===== src/rtl/tap_reader_n_if.sv =====
// Handshake bundle between the sample source / serial MAC and tap_reader_n.
//   in_valid/in_ready/data_in         : sample input stream
//   tap_valid/tap_ready/tap_data/
//   tap_index/tap_last                : serial tap output stream
// master: drives samples and tap_ready (source + MAC side)
// slave : the delay-line reader itself
interface tap_reader_n_if #(
  parameter int unsigned LOG2_TAPS  = 4,
  parameter int unsigned WIDTH_DATA = 8
);
  logic                  in_valid;
  logic                  in_ready;
  logic [WIDTH_DATA-1:0] data_in;
  logic                  tap_valid;
  logic                  tap_ready;
  logic [WIDTH_DATA-1:0] tap_data;
  logic [LOG2_TAPS-1:0]  tap_index;
  logic                  tap_last;

  modport master (
    output in_valid, data_in, tap_ready,
    input  in_ready, tap_valid, tap_data, tap_index, tap_last
  );

  modport slave (
    input  in_valid, data_in, tap_ready,
    output in_ready, tap_valid, tap_data, tap_index, tap_last
  );
endinterface


===== src/rtl/tap_reader_n.sv =====
// Read side of the FIR sample delay line.
// Keeps the last N_TAPS samples in a circular buffer and, for every accepted
// sample, streams x[n], x[n-1], ... x[n-N_TAPS+1] one per tap handshake.
// Ports:
//   clk    : rising-edge clock
//   reset  : asynchronous active-low reset
//   enable : global clock enable; low freezes every register
//   bus    : tap_reader_n_if.slave (sample input + tap output handshakes)
module tap_reader_n #(
  parameter int unsigned N_TAPS     = 16,
  parameter int unsigned LOG2_TAPS  = 4,
  parameter int unsigned WIDTH_DATA = 8
) (
  input logic           clk,
  input logic           reset,
  input logic           enable,
  tap_reader_n_if.slave bus
);

  typedef logic [LOG2_TAPS-1:0]  ptr_t;
  typedef logic [WIDTH_DATA-1:0] data_t;
  typedef enum logic {IDLE, READ} state_t;

  localparam ptr_t LAST_IDX = ptr_t'(N_TAPS - 1);
  localparam ptr_t ONE      = ptr_t'(1);

  data_t  mem [N_TAPS];
  state_t state_q, state_d;
  ptr_t   wr_ptr_q, wr_ptr_d;
  ptr_t   base_q, base_d;
  ptr_t   idx_q, idx_d;
  data_t  tap_data_q, tap_data_d;
  logic   tap_valid_q, tap_valid_d;
  logic   in_ready_q, in_ready_d;
  logic   tap_last_q, tap_last_d;

  logic   accept;
  logic   handshake;
  ptr_t   rd_addr;

  assign accept    = enable && bus.in_valid && in_ready_q;
  assign handshake = enable && tap_valid_q && bus.tap_ready;
  // Next tap is one sample older than the current one; pointer width wraps mod N_TAPS.
  assign rd_addr   = base_q - idx_q - ONE;

  assign bus.in_ready  = in_ready_q;
  assign bus.tap_valid = tap_valid_q;
  assign bus.tap_data  = tap_data_q;
  assign bus.tap_index = idx_q;
  assign bus.tap_last  = tap_last_q;

  // Sample buffer: cleared on reset so history older than the first
  // N_TAPS samples reads as zero.
  always_ff @(posedge clk or negedge reset) begin
    if (!reset) begin
      for (int unsigned i = 0; i < N_TAPS; i++) mem[i] <= '0;
    end else if (accept) begin
      mem[wr_ptr_q] <= bus.data_in;
    end
  end

  always_ff @(posedge clk or negedge reset) begin
    if (!reset) begin
      state_q     <= IDLE;
      wr_ptr_q    <= '0;
      base_q      <= '0;
      idx_q       <= '0;
      tap_data_q  <= '0;
      tap_valid_q <= 1'b0;
      in_ready_q  <= 1'b1;
      tap_last_q  <= 1'b0;
    end else begin
      state_q     <= state_d;
      wr_ptr_q    <= wr_ptr_d;
      base_q      <= base_d;
      idx_q       <= idx_d;
      tap_data_q  <= tap_data_d;
      tap_valid_q <= tap_valid_d;
      in_ready_q  <= in_ready_d;
      tap_last_q  <= tap_last_d;
    end
  end

  always_comb begin
    state_d     = state_q;
    wr_ptr_d    = wr_ptr_q;
    base_d      = base_q;
    idx_d       = idx_q;
    tap_data_d  = tap_data_q;
    tap_valid_d = tap_valid_q;
    in_ready_d  = in_ready_q;
    tap_last_d  = tap_last_q;

    case (state_q)
      IDLE: begin
        if (accept) begin
          // Tap 0 comes straight from the input, no buffer read needed.
          base_d      = wr_ptr_q;
          wr_ptr_d    = wr_ptr_q + ONE;
          tap_data_d  = bus.data_in;
          idx_d       = '0;
          tap_valid_d = 1'b1;
          in_ready_d  = 1'b0;
          tap_last_d  = (LAST_IDX == '0);
          state_d     = READ;
        end
      end
      READ: begin
        if (handshake) begin
          if (idx_q == LAST_IDX) begin
            tap_valid_d = 1'b0;
            idx_d       = '0;
            in_ready_d  = 1'b1;
            tap_last_d  = 1'b0;
            state_d     = IDLE;
          end else begin
            tap_data_d  = mem[rd_addr];
            idx_d       = idx_q + ONE;
            tap_last_d  = ((idx_q + ONE) == LAST_IDX);
          end
        end
      end
      default: state_d = IDLE;
    endcase
  end

endmodule


===== src/flat_wrapper.sv =====
// flat-port wrapper written by rule: the top's interface ports become plain ports
module tap_reader_n_flat 
#(
  parameter int unsigned N_TAPS     = 16,
  parameter int unsigned LOG2_TAPS  = 4,
  parameter int unsigned WIDTH_DATA = 8
)
  (clk, reset, enable, bus_in_valid, bus_data_in, bus_tap_ready, bus_in_ready, bus_tap_valid, bus_tap_data, bus_tap_index, bus_tap_last);
  tap_reader_n_if #(.LOG2_TAPS(LOG2_TAPS), .WIDTH_DATA(WIDTH_DATA)) bus_i ();
  input logic clk;
  input logic reset;
  input logic enable;
  input wire logic [$bits(bus_i.in_valid)-1:0] bus_in_valid;
  input wire logic [$bits(bus_i.data_in)-1:0] bus_data_in;
  input wire logic [$bits(bus_i.tap_ready)-1:0] bus_tap_ready;
  output wire logic [$bits(bus_i.in_ready)-1:0] bus_in_ready;
  output wire logic [$bits(bus_i.tap_valid)-1:0] bus_tap_valid;
  output wire logic [$bits(bus_i.tap_data)-1:0] bus_tap_data;
  output wire logic [$bits(bus_i.tap_index)-1:0] bus_tap_index;
  output wire logic [$bits(bus_i.tap_last)-1:0] bus_tap_last;
  assign bus_i.in_valid = bus_in_valid;
  assign bus_i.data_in = bus_data_in;
  assign bus_i.tap_ready = bus_tap_ready;
  assign bus_in_ready = bus_i.in_ready;
  assign bus_tap_valid = bus_i.tap_valid;
  assign bus_tap_data = bus_i.tap_data;
  assign bus_tap_index = bus_i.tap_index;
  assign bus_tap_last = bus_i.tap_last;
  tap_reader_n #(.N_TAPS(N_TAPS), .LOG2_TAPS(LOG2_TAPS), .WIDTH_DATA(WIDTH_DATA)) u_core (.clk(clk), .reset(reset), .enable(enable), .bus(bus_i));
endmodule

===== config.mk =====
export PLATFORM = sky130hd
export DESIGN_NAME = tap_reader_n_flat
export DESIGN_NICKNAME = d
export VERILOG_FILES = /design/src/rtl/tap_reader_n_if.sv /design/src/rtl/tap_reader_n.sv /design/src/flat_wrapper.sv
export SDC_FILE = /design/constraint.sdc
export NUM_CORES = 1
export LEC_CHECK = 0
export ABC_AREA = 1
export BUFFER_PORTS_ARGS = -buffer_cell sky130_fd_sc_hd__buf_2
export CELL_PAD_IN_SITES_DETAIL_PLACEMENT = 1
export CELL_PAD_IN_SITES_GLOBAL_PLACEMENT = 1
export CORE_MARGIN = 2
export CORE_UTILIZATION = 40
export CTS_BUF_LIST = sky130_fd_sc_hd__clkbuf_8
export CTS_CLUSTER_DIAMETER = 60
export CTS_CLUSTER_SIZE = 25
export DETAILED_ROUTE_END_ITERATION = 10
export GPL_TIMING_DRIVEN = 0
export PLACE_DENSITY = 0.75
export SETUP_SLACK_MARGIN = 0.1
export SYNTH_ARGS = -nofsm -noshare
export SYNTH_HDL_FRONTEND = slang
export SYNTH_SLANG_ARGS = --single-unit
export TNS_END_PERCENT = 100

===== constraint.sdc =====
create_clock -name clk -period 2.9 [get_ports clk]
set_input_delay 0.145 -clock clk [delete_from_list [all_inputs] [get_ports clk]]
set_output_delay 0.145 -clock clk [all_outputs]
set_load 0.03 [all_outputs]

# Word-level counts from Yosys, hierarchy flattened
# Cells that the tools add are included.
# word_totals
regBits	152
input_bits	13
output_inout_bits	15
wordCells	78
# classes
n_addsub	4
magnitude_cmp	3
eq_ne	6
mux	29
n_bitwise	3
n_reduce_logical	9
# ops
cell	count
$bwmux 128	1
$mux 8	6
$bmux 8 s4	1
$demux 8 s4	1
$pmux 8 s2	1
$mux 4	3
$mux 1	11
$ge 5x5->1 const B	2
$not 4->5	2
$add 4x1->4 const B	2
$eq 4x4->1 const B	2
$pmux 1 s2	4
$pmux 4 s2	1
$ne 2x2->1 const B	3
$reduce_and 3->1	2
$logic_and 1x1->1	5
$lt 5x1->1 const B	1
$reduce_and 2->1	2
$sub 4x1->4 const B	1
$sub 4x4->4	1
$ne 2x1->1 const B	1
$not 1->1	1

# Longest topological paths before layout
# Gate-level depths: netlist (run 1).
# logic_depth
ltp_word	9
depth_mapped	13
ltp_nobuf	11

# Worst setup path before layout (run 1)
# OpenSTA, ideal clock, no wires.
# synth_path
kind	register to register
from	register u_core.idx_q[0], in the netlist u_core.bus.tap_index[0]
to	register u_core.tap_data_q[1], in the netlist u_core.bus.tap_data[1]
arrival_ps	2328
t_required_ps	2823
path_slack_ps	494
path_stages_with_launch	14
path_buffers	2
cell_sequence	dfrtp_1 > inv_1 > ha_1 > inv_1 > fa_1 > clkbuf_1 > inv_1 > clkbuf_1 > nand3_1 > nand2_1 > nand2_1 > nand3_1 > nand3_1 > a21oi_1
# synth_via
elab_chain_len	9
# synth_lines
item	line	source
start, declared	tap_reader_n.sv:31	ptr_t idx_q, idx_d;
start signal, assigned	tap_reader_n.sv:76	idx_q <= idx_d;
$sub 4x4->4	tap_reader_n.sv:44	assign rd_addr = base_q - idx_q - ONE;
$sub 4x1->4	tap_reader_n.sv:44	
$not 4->5 (implied by the code)	tap_reader_n.sv:117	tap_data_d = mem[rd_addr];
$bmux 8 s4	tap_reader_n.sv:117	
$mux 8 (implied by the code) (2 in series)	tap_reader_n.sv:117	
$mux 8	tap_reader_n.sv:110	if (idx_q == LAST_IDX) begin
$mux 8	tap_reader_n.sv:109	if (handshake) begin
$pmux 8 s2	tap_reader_n.sv:94	case (state_q)
end signal, assigned	tap_reader_n.sv:77	tap_data_q <= tap_data_d;
end, declared	tap_reader_n.sv:32	data_t tap_data_q, tap_data_d;
# Several ways; a longest one is shown, not always the timed one. The select of a mux whose other input is x is not followed.
# A chain may end at the register's enable or synchronous reset.

# Final worst setup path (run 1)
# layout_path
from	register u_core.idx_q[0], in the netlist u_core.bus.tap_index[0]
to	register u_core.tap_data_q[5], in the netlist u_core.bus.tap_data[5]
# The elaborated chain is that of the path after synthesis.

==> results of run 1 <==
what timing repair did:
action / CTS / global route
setup endpoints to repair: 8 / 8
resized for setup: 7 / 14
buffers inserted: 0 / 0
hold buffers: 1 / 0
endpoints found under the hold margin: 84 / 0
registers in the layout (all words and copies together) (netlist names):
name and cells:
u_core.mem 128, u_core.bus.tap_data 8, u_core.base_q 4, u_core.bus.tap_index 4
u_core.wr_ptr_q 4, u_core.bus.in_ready 1, u_core.bus.tap_last 1, u_core.bus.tap_valid 1
u_core.state_q 1
critical path, cell delays in order, from the launching register on:
cell	delay, ps
dfrtp_1	430
inv_1	140
ha_1	190
inv_1	60
fa_1	450
xnor2_2	400
clkbuf_2	340
nand3_1	110
nand3_1	150
nand3_1	150
a21oi_1	160
area by class of cell:
type	instances	share of cell area, %
Tap cell	234	3.44
Buffer	52	3.59
Timing Repair Buffer	21	1.63
Clock inverter	13	2.43
Clock buffer	17	2.75
Multi-Input combinational cell	634	37.0
Inverter	98	4.41
Sequential cell	152	44.7
cells in the final DEF (no fill, tap or decap), drive strengths merged, types with 9 or more instances in the layout:
| cell | n |
|---|---|
| a21oi | 49 |
| buf | 49 |
| clkbuf | 40 |
| clkinv | 14 |
| dfrtp | 151 |
| ha | 9 |
| inv | 91 |
| nand2 | 284 |
| nand3 | 114 |
| nor2 | 47 |
| nor4 | 10 |
| o21ai | 107 |
routing by layer:
metal	vias up	GRT usage, %	wire length, µm
met5	-	0	0
met4	0	7.11	435
met3	29	4.45	742
met2	97	38.1	10900
met1	3223	33.2	10800
li1	3084	-	-
power breakdown:
part	switching (W)	internal (W)	total, W
logic	0.000161	0.0000554	0.000216
clock network	0.000834	0.00101	0.00185
registers	0.0000243	0.00218	0.00220
stage by stage:
| step | TNS, ps | power, W | hold WS [ps] | instances |
|---|---|---|---|---|
| after global routing | 0 | 0.00441 | 34.8 | 1221 |
| after CTS | 0 | 0.00430 | 16.2 | 1221 |
| after detailed placement | -977 | 0.00246 | 273 | 1190 |
| after global placement | -102640 | 0.00245 | 466 | 1189 |
| final | 0 | 0.00426 | 31.3 | 1221 |
| after floorplan | 0 | 0.00234 | -151 | 936 |
cell families after synthesis:
kind of cell	Yosys count	share of synthesized area (%)
XOR/XNOR	5	0.576
adder cells (fa/ha/maj)	10	1.74
flip-flops	152	50.1
buffers and inverters	150	8.71
AND/OR/NAND/NOR	460	28.3
AO/OA/AOI/OAI	159	10.6
worst paths after layout:
check                                                endpoint  slack (ps)  cells past startpoint
setup / recovery           u_core.bus.tap_data[5]$_DFFE_PN0P_         250                     10
hold / removal                       u_core.state_q$_DFF_PN0_          30                      4
setup reg to reg           u_core.bus.tap_data[5]$_DFFE_PN0P_         250                     10
hold reg to reg                    u_core.mem[91]$_DFFE_PN0P_         490                      2
max in group asynchronous     u_core.bus.in_ready$_DFFE_PN1P_        1760                      3
min in group asynchronous         u_core.mem[124]$_DFFE_PN0P_         290                      2
==> impl_metrics.env, run 1 <==
export IMPL_synth_flop_cell="dfrtp_1"
export IMPL_drcViolationCount=0
export IMPL_start_util_pct=40.6
export IMPL_wirelength_mm=22.9
export IMPL_min_path_type="input port to register"
export IMPL_grt_pass1_wl_mm=36.2
export IMPL_async_reset_ff_share_pct=100
export IMPL_slew_violations=0
export IMPL_status="complete, no violations"
export IMPL_worstPathArrival_ps=3050
export IMPL_crit_fanout=10
export IMPL_synth_area_leaders="dfrtp_1, nand2_1, nand3_1"
export IMPL_skew_ps=11.3
export IMPL_root_buffer="clkbuf_8"
export IMPL_numCtsBuffers=17
export IMPL_nets=999
export IMPL_viasPerCell=5.27
export IMPL_synth_edff_count=0
export IMPL_antenna_left=0
export IMPL_grt_overflow=0
export IMPL_worstHoldStart="bus_tap_ready"
export IMPL_cp_end_kind="register"
export IMPL_place_ws_ps=-167
export IMPL_finalCritPeriodShare_pct=91.4
export IMPL_placed_cell_area_um2=8020
export IMPL_grt_max_degree=86
export IMPL_placementRows=50
export IMPL_hpwl_mm=16.4
export IMPL_wl_per_cell_um=18.7
export IMPL_synth_seq_cells=152
export IMPL_post_route_min_period_ps=2650
export IMPL_cts_tree="yes"
export IMPL_netlist_instances=936
export IMPL_initialDrtViolationCount=425
export IMPL_ir_drop_mv=0.407
export IMPL_rsz0062_at_grt="true"
export IMPL_max_freq_ghz=0.377
export IMPL_clk_latency_ps=470
export IMPL_area_growth_pct=11.9
export IMPL_final_area_um2=8510
export IMPL_synthTopCellsByCount="nand2_1, dfrtp_1, nand3_1, o21ai_0, inv_1"
export IMPL_n_antenna_cell=0
export IMPL_vias=6433
export IMPL_reg2reg_from="u_core.bus.tap_index[0]$_DFFE_PN0P_"
export IMPL_avgSynthCellArea_um2=8.12
export IMPL_yosysMostFrequentCell="nand2_1"
export IMPL_tightest_slew_ps=817
export IMPL_track_usage_pct=23.9
export IMPL_cts_sinks=152
export IMPL_utilization_pct=45.5
export IMPL_crit_start="u_core.bus.tap_index[0]$_DFFE_PN0P_"
export IMPL_antenna_found_initial=0
export IMPL_p_per_area_nw_per_um2=501
export IMPL_gp_congestion=0.838
export IMPL_path_clk_slew_ps=90
export IMPL_drt_pass1_iter_count=6
export IMPL_cp_data_required_time_ps=3300
export IMPL_path_class="register to register"
export IMPL_die_h_um=142
export IMPL_die_area_um2=20100
export IMPL_synth_top_cell_by_area="dfrtp_1"
export IMPL_ys_seq_area_share_pct=50.1
export IMPL_netlist_area_leader_share_pct=49.7
export IMPL_grt_pass1_vias=6522
export IMPL_core_um2=18700
export IMPL_hold_violations=0
export IMPL_seqCellArea_um2=3800
export IMPL_crit_path_start_kind="register"
export IMPL_multi_input_area_um2=3150
export IMPL_io_pins=28
export IMPL_layout_drive_gt1_share_pct=10.9
export IMPL_power_static_leakage_nw=4.00
export IMPL_io_buffers=19
export IMPL_relSlewSlack_pct=45.6
export IMPL_syn_area_um2=7600
export IMPL_die_x_um=142
export IMPL_synth_cell_types=32
export IMPL_yosysWarnings=0
export IMPL_syn_nets=959
export IMPL_cts_buffer_depth=2
export IMPL_cts_htree_levels=4
export IMPL_nFillCells=2276
export IMPL_maxCapViolations=0
export IMPL_fin_ws_ps=248
export IMPL_setup_viol=0
Power figures use the tool's default switching activity.
==> run 2: changes to the inputs <==
CORE_ASPECT_RATIO = 0.9   (was not set)
==> run 2 against run 1 <==
  * Via count decreased by 0.44%
  * Sequential cell count unchanged
  * Clock-buffer cell count unchanged
  * Setup slack improved by 65 ps
  * Utilization increased by 0.29 points
  * Register-to-register slack improved by 60 ps
  * Non-clock buffer count unchanged
  * Global-route usage increased by 0.64 points
  * Total power decreased by 3.6%
  * Clock skew increased by 5.3 ps
  * Die area about the same
  * Critical endpoint unchanged
==> impl_metrics.env, run 2 (synthesis results as in run 1) <==
export IMPL_path_clk_slew_ps=100
export IMPL_final_cell_mix="nand2_1, dfrtp_1, nand3_1"
export IMPL_p_per_area_nw_per_um2=485
export IMPL_io_buffers=19
export IMPL_hpwl_mm=16.5
export IMPL_setup_viol=0
export IMPL_grt_max_degree=99
export IMPL_maxCapViolations=0
export IMPL_hold_path_depth=3
export IMPL_tightest_slew_ps=668
export IMPL_clk_latency_ps=470
export IMPL_hold_violations=0
export IMPL_gp_congestion=0.798
export IMPL_cts_tree="yes"
export IMPL_layout_commonest_cell="nand2_1"
export IMPL_cts_sinks=152
export IMPL_wl_per_cell_um=18.6
export IMPL_path_class="register to register"
export IMPL_grt_pass1_vias=6583
export IMPL_crit_start="u_core.bus.tap_index[0]$_DFFE_PN0P_"
export IMPL_cpMostUsedCell="nand3_1"
export IMPL_grt_pass1_wl_mm=37.0
export IMPL_cts_setup_buffers=0
export IMPL_io_pins=28
export IMPL_cts_htree_levels=4
export IMPL_cp_end_kind="register"
export IMPL_min_path_type="input port to register"
export IMPL_die_x_um=149
export IMPL_drcViolationCount=0
export IMPL_vias=6405
export IMPL_wirelength_mm=23.0
export IMPL_core_um2=18500
export IMPL_path_cells="inv_1 -> ha_1 -> inv_1 -> fa_1 -> xnor2_2 -> clkbuf_2 -> nand3_1 -> nand3_1 -> nand3_1 -> a21oi_1"
export IMPL_n_antenna_cell=0
export IMPL_layout_drive_gt1_share_pct=11.0
export IMPL_root_buffer="clkbuf_8"
export IMPL_worstHoldStart="bus_data_in[6]"
export IMPL_rr_endpoint="u_core.bus.tap_data[5]$_DFFE_PN0P_"
export IMPL_post_route_min_period_ps=2590
export IMPL_finalCritPeriodShare_pct=89.2
export IMPL_initialDrtViolationCount=491
export IMPL_placementRows=47
export IMPL_largest_reg_flops=128
export IMPL_relSlewSlack_pct=55.5
export IMPL_crit_fanout=10
export IMPL_drt_pass1_iter_count=5
export IMPL_reg2reg_from="u_core.bus.tap_index[0]$_DFFE_PN0P_"
export IMPL_rsz0062_at_grt="false"
export IMPL_area_growth_pct=11.5
export IMPL_die_h_um=135
export IMPL_nets=999
export IMPL_grt_overflow=0
export IMPL_slew_violations=0
export IMPL_crit_path_start_kind="register"
export IMPL_ir_drop_mv=0.321
export IMPL_path_buf_inv=3
export IMPL_finalSetupTns_ps=0
export IMPL_worstRegToRegCells=10
export IMPL_power_w=0.00411
export IMPL_die_area_um2=20100
export IMPL_rrSetupSlack_ps=310
export IMPL_slowest_stage="fa_1"
export IMPL_status="complete, no violations"
export IMPL_max_freq_ghz=0.387
export IMPL_critPathMaxStageDelay_ps=450
export IMPL_start_util_pct=41.0
export IMPL_antenna_found_initial=0
export IMPL_skew_ps=16.6
export IMPL_cp_data_required_time_ps=3300
export IMPL_cts_buffer_depth=2
export IMPL_crit_family="adder cells"
export IMPL_viasPerCell=5.19
export IMPL_track_usage_pct=24.5
export IMPL_placed_cells=1201
export IMPL_antenna_left=0
export IMPL_regMostFlops="u_core.mem"
export IMPL_power_static_leakage_nw=3.97
export IMPL_finalNonFillerCells=1234
export IMPL_hold_path_end="u_core.mem[78]$_DFFE_PN0P_"
export IMPL_numCtsBuffers=17
export IMPL_worstPathArrival_ps=2980
-- run 2: cell count changes in the layout (fill, tap and decap cells not counted), sizes merged --
cell and change:
inv +4, bufinv -3, buf +1, clkbuf -1, clkinv +1
-- run 2: stage by stage --
| stage | utilization, % | cell area, µm² | hold slack [ps] | setup slack (ps) |
|---|---|---|---|---|
| 2_1_floorplan | - | 7600 | -151 | 494 |
| 3_3_place_gp | 43.2 | 8000 | 466 | -726 |
| 3_5_place_dp | 43.4 | 8040 | 103 | -84.3 |
| 4_1_cts | 45.7 | 8460 | 6.35 | 108 |
| 5_1_grt | 45.8 | 8480 | 38.0 | 145 |
| 6_report | 45.8 | 8480 | 20.2 | 313 |
-- run 2: area by class of cell --
type,instances,area [µm²]
repair buffers,21,143
well taps,245,307
clock inverters,15,165
plain buffers,52,300
multi-input cells,634,3150
flip-flops and latches,152,3800
fillers,2302,10000
clock buffers,17,234
inverters,98,375
-- run 2: where the power goes --
group	switching (W)	internal, W
Combinational	0.000158	0.0000559
Clock	0.000913	0.000781
Sequential	0.0000243	0.00218
-- run 2: repair_timing --
item,in CTS,in global routing
hold buffers,1,0
resized for setup,6,11
endpoints found under the setup margin,8,8
endpoints found under the hold margin,54,0
-- run 2: worst max-delay path by stage --
| stage | slack, ps | to | depth (start not counted) |
|---|---|---|---|
| finish | 310 | u_core.bus.tap_data[5]$_DFFE_PN0P_ | 10 |
| global route | 150 | u_core.bus.tap_data[6]$_DFFE_PN0P_ | 10 |
| CTS | 110 | u_core.bus.tap_data[5]$_DFFE_PN0P_ | 10 |
| detailed placement | -80 | u_core.bus.tap_data[1]$_DFFE_PN0P_ | 12 |
| global placement | -730 | u_core.mem[37]$_DFFE_PN0P_ | 1 |
| floorplan | 490 | u_core.bus.tap_data[1]$_DFFE_PN0P_ | 13 |
-- run 2: per-layer routing --
layer  GRT usage [%]  share of wire, %  vias up
met5               0                 0        -
met2            39.1                46      117
li1                -                 -     3088
met3            3.58               3.4       33
met4            7.51               1.8        0
met1            34.7                49     3167
-- run 2: worst min-delay path, delay by kind of cell --
family	cells	cell delay, ps
simple gates	1	90
compound gates	1	50
buf+inv	1	180
==> run 3: changes to the inputs <==
CELL_PAD_IN_SITES_GLOBAL_PLACEMENT = 2   (was 1)
CORE_UTILIZATION = 39   (was 40)
PLACE_DENSITY = 0.87   (was 0.75)
==> run 3 against run 2 <==
  * Non-clock buffer count is the same
  * Sequential power is essentially flat
  * Maximum frequency up 0.25%
  * First-iteration DRC count is 18% lower
  * Critical path type unchanged
  * Largest cell class unchanged
==> impl_metrics.env, run 3 (synthesis results as in run 1) <==
export IMPL_core_um2=19200
export IMPL_n_antenna_cell=0
export IMPL_initialDrtViolationCount=402
export IMPL_maxCapViolations=0
export IMPL_ir_drop_mv=0.246
export IMPL_cts_htree_levels=4
export IMPL_viasPerCell=5.17
export IMPL_die_h_um=136
export IMPL_hpwl_mm=16.8
export IMPL_cp_end_kind="register"
export IMPL_cpMostUsedCell="nand3_1"
export IMPL_placementRows=48
export IMPL_hold_path_depth=3
export IMPL_io_pins=28
export IMPL_root_buffer="clkbuf_8"
export IMPL_tightest_slew_ps=691
export IMPL_die_x_um=151
export IMPL_regMostFlops="u_core.mem"
export IMPL_max_freq_ghz=0.387
export IMPL_path_class="register to register"
export IMPL_drcViolationCount=0
export IMPL_antenna_left=0
export IMPL_track_usage_pct=24.7
export IMPL_die_area_um2=20600
export IMPL_grt_pass1_vias=6569
export IMPL_utilization_pct=44.5
export IMPL_numCtsBuffers=17
export IMPL_final_area_um2=8530
export IMPL_p_per_area_nw_per_um2=488
export IMPL_power_w=0.00416
export IMPL_slowest_stage="dfrtp_1"
export IMPL_hold_violations=0
export IMPL_worstHoldStart="bus_data_in[6]"
export IMPL_grt_pass1_wl_mm=37.6
export IMPL_cts_sinks=152
export IMPL_skew_ps=15.4
export IMPL_vias=6408
export IMPL_rrSetupSlack_ps=320
export IMPL_crit_path_start_kind="register"
export IMPL_wirelength_mm=23.8
export IMPL_gp_congestion=0.825
export IMPL_worstRegToRegCells=12
export IMPL_grt_max_degree=81
export IMPL_wl_per_cell_um=19.2
export IMPL_hold_path_end="u_core.mem[78]$_DFFE_PN0P_"
export IMPL_finalCritPeriodShare_pct=89.0
export IMPL_critPathMaxStageDelay_ps=420
export IMPL_io_buffers=19
export IMPL_cts_buffer_depth=2
export IMPL_grt_overflow=0
export IMPL_cp_data_required_time_ps=3270
export IMPL_finalNonFillerCells=1239
export IMPL_finalSetupTns_ps=0
export IMPL_start_util_pct=39.7
export IMPL_path_clk_slew_ps=100
export IMPL_final_cell_mix="nand2_1, dfrtp_1, nand3_1"
export IMPL_post_route_min_period_ps=2580
export IMPL_antenna_found_initial=0
export IMPL_layout_commonest_cell="nand2_1"
export IMPL_area_growth_pct=12.2
export IMPL_relSlewSlack_pct=53.9
export IMPL_drt_pass1_iter_count=7
export IMPL_power_static_leakage_nw=3.99
export IMPL_reg2reg_from="u_core.bus.tap_index[0]$_DFFE_PN0P_"
export IMPL_placed_cell_area_um2=8050
export IMPL_worstPathArrival_ps=2960
export IMPL_layout_drive_gt1_share_pct=11.1
export IMPL_cts_tree="yes"
export IMPL_rr_endpoint="u_core.bus.tap_data[2]$_DFFE_PN0P_"
export IMPL_slew_violations=0
export IMPL_placed_cells=1206
export IMPL_nets=999
export IMPL_rsz0062_at_grt="true"
export IMPL_setup_viol=0
export IMPL_largest_reg_flops=128
export IMPL_status="complete, no violations"
export IMPL_path_cells="inv_1 -> ha_1 -> inv_1 -> fa_1 -> clkbuf_2 -> inv_2 -> clkbuf_2 -> nand3_1 -> nand3_1 -> nand3_1 -> nand3_1 -> a21oi_1"
export IMPL_nFillCells=2348
export IMPL_min_path_type="input port to register"
export IMPL_clk_latency_ps=480
export IMPL_crit_fanout=10
-- run 3: cell types whose count changed in the layout (fill, tap and decap cells not counted) --
cell,change
buf_2,-1
clkbuf_1,-1
clkbuf_2,+1
clkbuf_4,+1
clkinv_2,-1
clkinv_4,-2
clkinv_8,+2
inv_8,+1
xnor2_2,-1
xnor2_4,+1
xor2_2,-1
xor2_4,+1
-- run 3: layout make-up --
type / instances / area (µm²) / share of cell area [%]
Multi-Input combinational cell: 634 / 3170 / 37.2
Sequential cell: 152 / 3800 / 44.6
Clock buffer: 17 / 234 / 2.74
Buffer: 52 / 304 / 3.56
Inverter: 98 / 375 / 4.40
Clock inverter: 15 / 186 / 2.19
Tap cell: 250 / 313 / 3.67
Timing Repair Buffer: 21 / 143 / 1.67
-- run 3: how the worst max path moves through the flow --
| stage | from | end | slack [ps] | depth (start not counted) |
|---|---|---|---|---|
| after floorplan | u_core.bus.tap_index[0]$_DFFE_PN0P_ | u_core.bus.tap_data[1]$_DFFE_PN0P_ | 490 | 13 |
| after global placement | reset | u_core.mem[125]$_DFFE_PN0P_ | -740 | 1 |
| after detailed placement | u_core.bus.tap_index[0]$_DFFE_PN0P_ | u_core.bus.tap_data[1]$_DFFE_PN0P_ | -70 | 12 |
| after CTS | u_core.bus.tap_index[0]$_DFFE_PN0P_ | u_core.bus.tap_data[6]$_DFFE_PN0P_ | 110 | 10 |
| after global routing | u_core.bus.tap_index[0]$_DFFE_PN0P_ | u_core.bus.tap_data[5]$_DFFE_PN0P_ | 80 | 10 |
| final | u_core.bus.tap_index[0]$_DFFE_PN0P_ | u_core.bus.tap_data[2]$_DFFE_PN0P_ | 320 | 12 |
-- run 3: metal layers --
layer	track usage, %	vias up	routed length [µm]
met5	0	-	0
met4	5.92	0	321
met3	4.30	21	912
met2	39.8	102	11100
met1	34.7	3207	11500
li1	-	3078	-
-- run 3: critical path: cells and delay by family (launching register included) --
family | cells | cell delay, ps
adders and majority gates | 2 | 610
and+or+nand+nor | 4 | 530
AOI/OAI and AO/OA | 1 | 70
buffers and inverters | 5 | 860
DFF | 1 | 420
-- run 3: report_power, final --
| group | internal, W | switching (W) | total [W] |
|---|---|---|---|
| registers | 0.00218 | 0.0000222 | 0.00220 |
| clock network | 0.000799 | 0.000947 | 0.00175 |
| logic | 0.0000559 | 0.000158 | 0.000214 |
| total | 0.00303 | 0.00113 | 0.00416 |
-- run 3: what timing repair did --
action	4_1_cts	5_1_grt
gates resized for setup	5	18
endpoints found under the hold margin	72	0
setup buffers	0	0
hold buffers	1	0
endpoints found under the setup margin	8	8
-- run 3: metrics by stage --
| stage | hold WS (ps) | worst slack (ps) |
|---|---|---|
| after global placement | 466 | -745 |
| after global routing | 11.6 | 84.3 |
| after floorplan | -151 | 494 |
| after detailed placement | 154 | -68.4 |
| final | 13.8 | 319 |
| after CTS | 4.63 | 105 |
